[config.mk]
export PLATFORM = sky130hd
export DESIGN_NAME = gshare_pred
export DESIGN_NICKNAME = d
export VERILOG_FILES = /design/src/rtl/gshare_pred_pkg.sv /design/src/rtl/gshare_pred_sat_ctr2.sv /design/src/rtl/gshare_pred.sv
export SDC_FILE = /design/constraint.sdc
export NUM_CORES = 1
export LEC_CHECK = 0
export CORE_ASPECT_RATIO = 0.7
export CORE_UTILIZATION = 45
export CTS_CLUSTER_SIZE = 30
export DETAILED_ROUTE_END_ITERATION = 10
export HOLD_SLACK_MARGIN = 0.1
export PLACE_DENSITY_LB_ADDON = 0.2
export SLEW_MARGIN = 20
export SYNTH_ARGS = -nofsm -noshare
export SYNTH_HDL_FRONTEND = slang
export SYNTH_HIERARCHICAL = 1
export SYNTH_SLANG_ARGS = --single-unit
[constraint.sdc]
create_clock -name i_clk -period 7.4 [get_ports i_clk]
set_clock_uncertainty 0.15 [all_clocks]
set_input_delay 1.11 -clock i_clk [delete_from_list [all_inputs] [get_ports i_clk]]
set_output_delay 1.11 -clock i_clk [all_outputs]
set_load 0.01 [all_outputs]
[src/rtl/gshare_pred_pkg.sv]
// Shared constants for the fetch-stage direction predictor: opcodes, index modes,
// two-bit counter encodings and the table-initialisation state type.
package gshare_pred_pkg;

    localparam logic [4:0] OPC_BRANCH_5 = 5'b11000;
    localparam logic [4:0] OPC_JALR_5   = 5'b11001;
    localparam logic [4:0] OPC_JAL_5    = 5'b11011;

    localparam int MODE_GLOBAL  = 0;
    localparam int MODE_GSHARE  = 1;
    localparam int MODE_BIMODAL = 2;

    localparam logic [1:0] CTR_SNT = 2'b00;
    localparam logic [1:0] CTR_WNT = 2'b01;
    localparam logic [1:0] CTR_WT  = 2'b10;
    localparam logic [1:0] CTR_ST  = 2'b11;

    typedef enum logic {
        ST_INIT = 1'b0,
        ST_RUN  = 1'b1
    } state_t;

endpackage

[src/rtl/gshare_pred_sat_ctr2.sv]
// Two-bit saturating counter next-value function, shared by direction tables
// and BTB hysteresis.
module sat_ctr2
    import gshare_pred_pkg::*;
(
    input  logic [1:0] i_cur,
    input  logic       i_taken,
    output logic [1:0] o_next
);

    always_comb begin
        o_next = i_cur;
        if (i_taken) begin
            if (i_cur != CTR_ST) begin
                o_next = i_cur + 2'd1;
            end
        end else if (i_cur != CTR_SNT) begin
            o_next = i_cur - 2'd1;
        end
    end

endmodule

[src/rtl/gshare_pred.sv]
// Parametrised branch direction predictor (global / gshare / bimodal indexing)
// with a power-up table sweep and index-tagged, non-speculative updates.
module gshare_pred
    import gshare_pred_pkg::*;
#(
    parameter int         HIST_W   = 5,
    parameter int         IDX_W    = 5,
    parameter int         MODE     = MODE_GSHARE,
    parameter logic [1:0] INIT_CTR = CTR_WNT
) (
    input  logic             i_clk,
    input  logic             i_rst,
    input  logic [31:0]      i_pc,
    input  logic [31:0]      i_imm,
    input  logic [4:0]       i_opc5,
    output logic             o_predict,
    output logic [31:0]      o_target,
    output logic [IDX_W-1:0] o_pred_idx,
    output logic             o_ready,
    input  logic             i_upd_valid,
    input  logic [IDX_W-1:0] i_upd_idx,
    input  logic             i_upd_taken
);

    localparam int               DEPTH    = 1 << IDX_W;
    localparam logic [IDX_W-1:0] LAST_IDX = '1;

    state_t            r_state;
    state_t            w_nextState;
    logic [IDX_W-1:0]  r_initPtr;
    logic [HIST_W-1:0] r_ghr;
    logic [HIST_W-1:0] w_ghrNext;
    logic              r_ready;
    logic [1:0]        r_table [DEPTH];

    logic [IDX_W-1:0]  w_ghrIdx;
    logic [IDX_W-1:0]  w_pcIdx;
    logic [IDX_W-1:0]  w_idx;
    logic              w_rdTaken;
    logic [1:0]        w_updCtr;
    logic [1:0]        w_updNext;
    logic              w_we;
    logic [IDX_W-1:0]  w_wAddr;
    logic [1:0]        w_wData;
    logic              w_ghrShift;

    // History is resized to the index width: zero-extended when short, low bits when long.
    generate
        if (HIST_W >= IDX_W) begin : g_ghrTrunc
            assign w_ghrIdx = r_ghr[IDX_W-1:0];
        end else begin : g_ghrExt
            assign w_ghrIdx = {{(IDX_W-HIST_W){1'b0}}, r_ghr};
        end

        if (HIST_W == 1) begin : g_ghrOne
            assign w_ghrNext = i_upd_taken;
        end else begin : g_ghrMany
            assign w_ghrNext = {r_ghr[HIST_W-2:0], i_upd_taken};
        end

        if (MODE == MODE_GLOBAL) begin : g_idxGlobal
            assign w_idx = w_ghrIdx;
        end else if (MODE == MODE_GSHARE) begin : g_idxGshare
            assign w_idx = w_pcIdx ^ w_ghrIdx;
        end else begin : g_idxBimodal
            assign w_idx = w_pcIdx;
        end
    endgenerate

    assign w_pcIdx   = i_pc[IDX_W+1:2];
    assign w_rdTaken = r_table[w_idx][1];
    assign w_updCtr  = r_table[i_upd_idx];

    sat_ctr2 u_satCtr (
        .i_cur   (w_updCtr),
        .i_taken (i_upd_taken),
        .o_next  (w_updNext)
    );

    // Single write port: the init sweep owns it in INIT, resolves use it in RUN.
    always_comb begin
        w_nextState = r_state;
        w_we        = 1'b0;
        w_wAddr     = i_upd_idx;
        w_wData     = w_updNext;
        w_ghrShift  = 1'b0;
        case (r_state)
            ST_INIT: begin
                w_we    = 1'b1;
                w_wAddr = r_initPtr;
                w_wData = INIT_CTR;
                if (r_initPtr == LAST_IDX) begin
                    w_nextState = ST_RUN;
                end
            end
            ST_RUN: begin
                if (i_upd_valid) begin
                    w_we       = 1'b1;
                    w_ghrShift = 1'b1;
                end
            end
            default: begin
                w_nextState = ST_INIT;
            end
        endcase
    end

    always_ff @(posedge i_clk) begin
        if (!i_rst) begin
            r_state   <= ST_INIT;
            r_initPtr <= '0;
            r_ghr     <= '0;
            r_ready   <= 1'b0;
        end else begin
            r_state <= w_nextState;
            r_ready <= (w_nextState == ST_RUN);
            if (r_state == ST_INIT) begin
                r_initPtr <= r_initPtr + 1'b1;
            end
            if (w_ghrShift) begin
                r_ghr <= w_ghrNext;
            end
        end
    end

    // Table contents survive reset; only the sweep that follows rewrites them.
    always_ff @(posedge i_clk) begin
        if (i_rst && w_we) begin
            r_table[w_wAddr] <= w_wData;
        end
    end

    assign o_predict  = (i_opc5 == OPC_JAL_5) ||
                        ((i_opc5 == OPC_BRANCH_5) && r_ready && w_rdTaken);
    assign o_target   = i_pc + i_imm;
    assign o_pred_idx = w_idx;
    assign o_ready    = r_ready;

endmodule

==> out/results.txt, run 1 <==
Post-CTS Setup Bufs = 0
CP max FO = 6
Final net count = 693
Metal2 WL = 5850 um
I/O Buffers = 116
First-pass GRT wire length = 20900 um
Placer Congestion = 0.863
Core Box Area = 11200 um2
Share of layout cells above drive strength 1 = 7.69%
Grt total ovfl = 0
Reg power frac = 36.4%
Synth Flop Type = edfxtp_1
Max-capacitance violation count = 0
Total CTS buffers = 9
Die Wd = 131 um
Post-Route Utilization = 61.3%
Sw frac = 25.7%
Detailed Place HPWL = 10200 um
Fmax = 165 MHz
Pwr per Cell Area = 184 nW/um2
Post-synth EDFFs = 64
Most frequent cell after synthesis = edfxtp_1
H-tree levels = 3
Initial core utilization = 46.7%
Crit-path max cell delay = 0.58 ns
Maximum VDD drop = 0.109 mV
Ys Warns = 6
Iteration-0 DRC count of the detailed router = 289
Final hold vios = 0
Final Max Slew Viols = 0
Syn Inst Count = 464
Area Overhead vs Synth = 31.2%
Crit start category = input port
CTS Buffer Depth = 2
Top-area cell type share of the netlist area = 36.8%
# setup viols final = 0
# rows = 32
Final WL = 13400 um
CP Cell Sequence = clkdlybuf4s50_1 -> ha_1 -> fa_1 -> a211oi_1 -> nor2_1 -> o31ai_1 -> o21ai_0 -> o31ai_4 -> o21ai_0 -> a211oi_1 -> clkdlybuf4s50_1
Post-cts sizing count = 0
Top routing layer used = met4
DR pass1 iterations = 5
CP required = 6.14 ns
Antenna violations before repair = 0
Clock Root Buffer = clkbuf_16
Largest net degree at the start of global routing = 33
Syn_nets = 576
Met1 WL = 6270 um
Clk slew on worst S/H paths = 0.05 ns
Most frequent cells after synthesis = edfxtp_1, nor2_1, nand2_1
Via density = 5.81
Register area share after synthesis = 41.0%
Placed instance area = 6540 um2
Worst Max-Slew Pin Slew = 0.996 ns
GR Util All Layers = 23.1%
Critical Path Slowest Stage Cell = clkdlybuf4s50_1
Clock share of power = 35.5%
Die footprint = 12000 um2
Lkg Pwr = 2.60 nW
Via count = 4289
Vias in the first global route = 4069
Outcome = finished clean
Hold_ws = 0.351 ns
Hold Path Class = reg -> reg
Critical path class = in -> out
Cell accounting for the most synthesized area = edfxtp_1
Antenna-violating nets left = 0
Crit path time final = 6.05 ns
Yosys cell types = 53
Part of the power in combinational logic = 28.1%
Clk Latency, worst-skew pair = 0.34 ns
CP Capture Type = primary output
Fraction of the cycle the final worst path needs = 81.7%
Drt drc = 0
# diodes = 0
CTS Sinks = 75
Slew HR = 33.4%
Pint = 0.000934 W
Mapped Area = 5220 um2
WL met3 = 1150 um
Final setup TNS = 0 ns
WP data arrival = 4.79 ns
Top cells by area, synth = edfxtp_1, mux4_2, ha_1
Design area = 6850 um2
Post-synthesis register bit count = 75
Syn_area_per_cell = 11.3 um2
Switching power = 0.000324 W
WL per Instance = 18.2 um
Die Ht = 92.1 um
RSZ-0062 raised after global routing = false
I/O Pins = 117
CTS tree = yes
Synth async-reset ratio = 0%
CTS Hold Bufs = 0
## cells by family (layout without fill, tap and decap cells)
logic type	after synthesis	count (layout)	synth area share, %
XOR/XNOR	36	36	6.40
multiplexers	37	37	15.1
adder cells (fa/ha/maj)	36	36	8.72
AND/OR/NAND/NOR	142	142	12.4
flip-flops	75	75	41.0
AO/OA/AOI/OAI	113	113	14.5
buffers and inverters	25	146	1.87
## metal layers
metal / up-vias / GRT usage (%)
met5: - / 0
met2: 184 / 34.2
met3: 15 / 6.94
met1: 2059 / 32.8
li1: 2031 / -
met4: 0 / 5.94
## state kept, by name, indices dropped and copies added (netlist names)
| signal | count |
|---|---|
| r_initPtr | 5 |
| o_ready | 1 |
| r_table | 64 |
| r_ghr | 5 |
## cells in the final DEF, fill, tap and decap left out, types with 5 or more instances in the layout
cell type        netlist  final
clkdlybuf4s50_1        0    116
edfxtp_1              64     64
o21bai_1               5      5
nor2_1                47     47
inv_1                 13     13
a21boi_0               5      5
mux2i_1                5      5
a21oi_1               25     25
xnor2_1               23     23
nand3_1               15     15
a31oi_1                8      8
o21a_1                 8      8
nand2_1               42     42
ha_1                  33     33
mux4_1                10     10
a211oi_1               7      7
o31ai_1                5      5
nor3_1                 5      5
xor2_1                12     12
dfxtp_1               11     11
and3_1                 5      5
a21o_1                17     17
mux4_2                20     20
o21ai_0               20     20
clkbuf_16              0      9
nor2b_1                9      9
## worst max-delay path: cells and delay by family
kind	cells	cell delay [ns]
AO/OA/AOI/OAI	6	1.92
buffers and inverters	2	0.99
adder cells (fa/ha/maj)	2	0.64
AND/OR/NAND/NOR	1	0.12
## worst paths after layout
check	start	to	slack, ns	cells past startpoint
worst max-delay path	i_pc[0]	o_target[30]	1.35	11
worst min-delay path	r_ghr[4]	r_ghr[4]	0.35	2
worst max register to register	r_table[2][1]	r_table[13][0]	4.38	5
worst min register to register	r_ghr[4]	r_ghr[4]	0.35	2
## metrics by stage
| stage | power, W | instances | worst slack [ns] |
|---|---|---|---|
| 2_1_floorplan | 0.000654 | 464 | 2.64 |
| 3_3_place_gp | 0.000812 | 723 | 1.49 |
| 3_5_place_dp | 0.000817 | 723 | 1.41 |
| 4_1_cts | 0.00126 | 738 | 1.40 |
| 5_1_grt | 0.00131 | 738 | 1.00 |
| 6_report | 0.00126 | 738 | 1.35 |
## final cells by class
class,instances,area [um2]
flip-flops and latches,75,2140
clock inverters,6,81.3
fillers,863,4320
inverters,13,48.8
well taps,153,191
repair buffers,118,1180
clock buffers,9,225
multi-input cells,364,2980
## power by group through the flow
stage	clock network (W)	registers, W	logic [W]
2_1_floorplan	0	0.000466	0.000189
3_3_place_gp	0	0.000466	0.000346
3_5_place_dp	0	0.000466	0.000351
4_1_cts	0.000455	0.000457	0.000352
5_1_grt	0.000472	0.000458	0.000382
6_report	0.000447	0.000458	0.000353
Power figures use the tool's default switching activity.
==> run 2, diff against run 1 <==
- clock period: 7.4 -> 5.7 ns (I/O delays scaled with it)
==> out/results.txt, run 2 (synthesis results as in run 1) <==
I/O Pins = 117
Fin worst setup slack = 0.443 ns
Post-CTS Setup Bufs = 0
Via count = 4292
CP max FO = 3
WP data arrival = 4.25 ns
# setup viols final = 0
CTS tree = yes
Outcome = finished clean
Top reg by flops = r_table
CTS Sinks = 75
Register area = 2140 um2
Die Wd = 131 um
Clock Root Buffer = clkbuf_16
# diodes = 0
Fraction of the cycle the final worst path needs = 92.2%
H-tree levels = 3
Grt total ovfl = 0
Antenna violations before repair = 0
CP required = 4.70 ns
Post-placement setup slack = 0.462 ns
Worst Max-Slew Pin Slew = 0.972 ns
I/O Buffers = 116
GR Util All Layers = 24.1%
Clk slew on worst S/H paths = 0.05 ns
# rows = 32
Crit path time final = 5.26 ns
Iteration-0 DRC count of the detailed router = 353
CTS Buffer Depth = 2
Critical path depth in cells = 12
Total CTS buffers = 9
CP bufs+invs = 3
Vias in the first global route = 4184
Placed cell count = 729
CP Cell Sequence = clkdlybuf4s50_1 -> ha_1 -> fa_1 -> a211oi_1 -> nor2_1 -> o31ai_1 -> o21ai_0 -> buf_4 -> o31ai_4 -> o21ai_0 -> a211oi_1 -> clkdlybuf4s50_1
Maximum VDD drop = 0.142 mV
CP Capture Type = primary output
Non-filler cells, final = 745
Slew HR = 35.0%
Area of the multi-input gates = 2980 um2
Critical path class = in -> out
# fillers = 878
Critical Path Slowest Stage Cell = clkdlybuf4s50_1
Initial core utilization = 46.7%
First-pass GRT wire length = 21700 um
Final Max Slew Viols = 0
Lkg Pwr = 2.63 nW
Clk Latency, worst-skew pair = 0.34 ns
Antenna-violating nets left = 0
Area Overhead vs Synth = 32.4%
Die Ht = 92.1 um
WHS Path Cells = 2
Pwr per Cell Area = 242 nW/um2
DR pass1 iterations = 5
Die footprint = 12000 um2
Core Box Area = 11200 um2
Final setup TNS = 0 ns
Most frequent cells in the layout = clkdlybuf4s50_1, edfxtp_1, nor2_1
Hold Path Class = reg -> reg
Max-capacitance violation count = 0
Final WL = 14000 um
Detailed Place HPWL = 10600 um
Hold_ws = 0.332 ns
Crit start category = input port
Post-cts sizing count = 0
Final hold vios = 0
Share of layout cells above drive strength 1 = 8.78%
Placer Congestion = 0.862
Top cell family by delay on the critical path = compound AO/OA/AOI/OAI gates
Fmax = 190 MHz
CTS Hold Bufs = 0
Drt drc = 0
Top Registers = r_table: 64 flops, r_ghr: 5 flops, r_initPtr: 5 flops
Crit-path max cell delay = 0.57 ns
Max reg flops = 64
Largest net degree at the start of global routing = 33
RSZ-0062 raised after global routing = false
Commonest non-fill, non-tap cell in the layout = clkdlybuf4s50_1
Path depth of the worst reg2reg path = 6
Via density = 5.76
WL per Instance = 18.8 um
Final net count = 699
## run 2: cell type report
type | count | share of cell area, %
repair buffers | 124 | 17.7
flip-flops and latches | 75 | 31.0
clock buffers | 9 | 3.26
inverters | 13 | 0.706
well taps | 153 | 2.77
clock inverters | 7 | 1.43
multi-input cells | 364 | 43.2
## run 2: worst min-delay path, delay by kind of cell, from the launching register on
kind	cells	cell delay [ns]
flip-flops	1	0.32
AO/OA/AOI/OAI	1	0.06
AND/OR/NAND/NOR	1	0.05
## run 2: path summary, 6_finish.rpt
kind	start	endpoint	slack (ns)
worst max-delay path	i_pc[0]	o_target[30]	0.44
worst min-delay path	r_ghr[4]	r_ghr[4]	0.33
worst max register to register	r_table[2][1]	r_table[2][0]	2.71
worst min register to register	r_ghr[4]	r_ghr[4]	0.33
## run 2: power breakdown
group | total (W) | switching (W) | internal, W
logic | 0.000465 | 0.000216 | 0.000248
registers | 0.000594 | 0.00000264 | 0.000591
clock network | 0.000613 | 0.000227 | 0.000386
## run 2: through the flow
step	power, W	utilization (%)	cell area (um2)
after floorplan	0.000849	-	5220
after global placement	0.00106	58.9	6580
after detailed placement	0.00107	58.9	6580
after CTS	0.00168	61.8	6910
after global routing	0.00174	61.9	6910
final	0.00167	61.9	6910
## run 2: layer usage
metal | GRT usage [%] | vias up | part of all wire (%)
li1 | - | 2037 | -
met1 | 35.0 | 2047 | 47
met2 | 35.2 | 197 | 43
met3 | 7.35 | 11 | 9.0
met4 | 4.69 | 0 | 0.82
met5 | 0 | - | 0
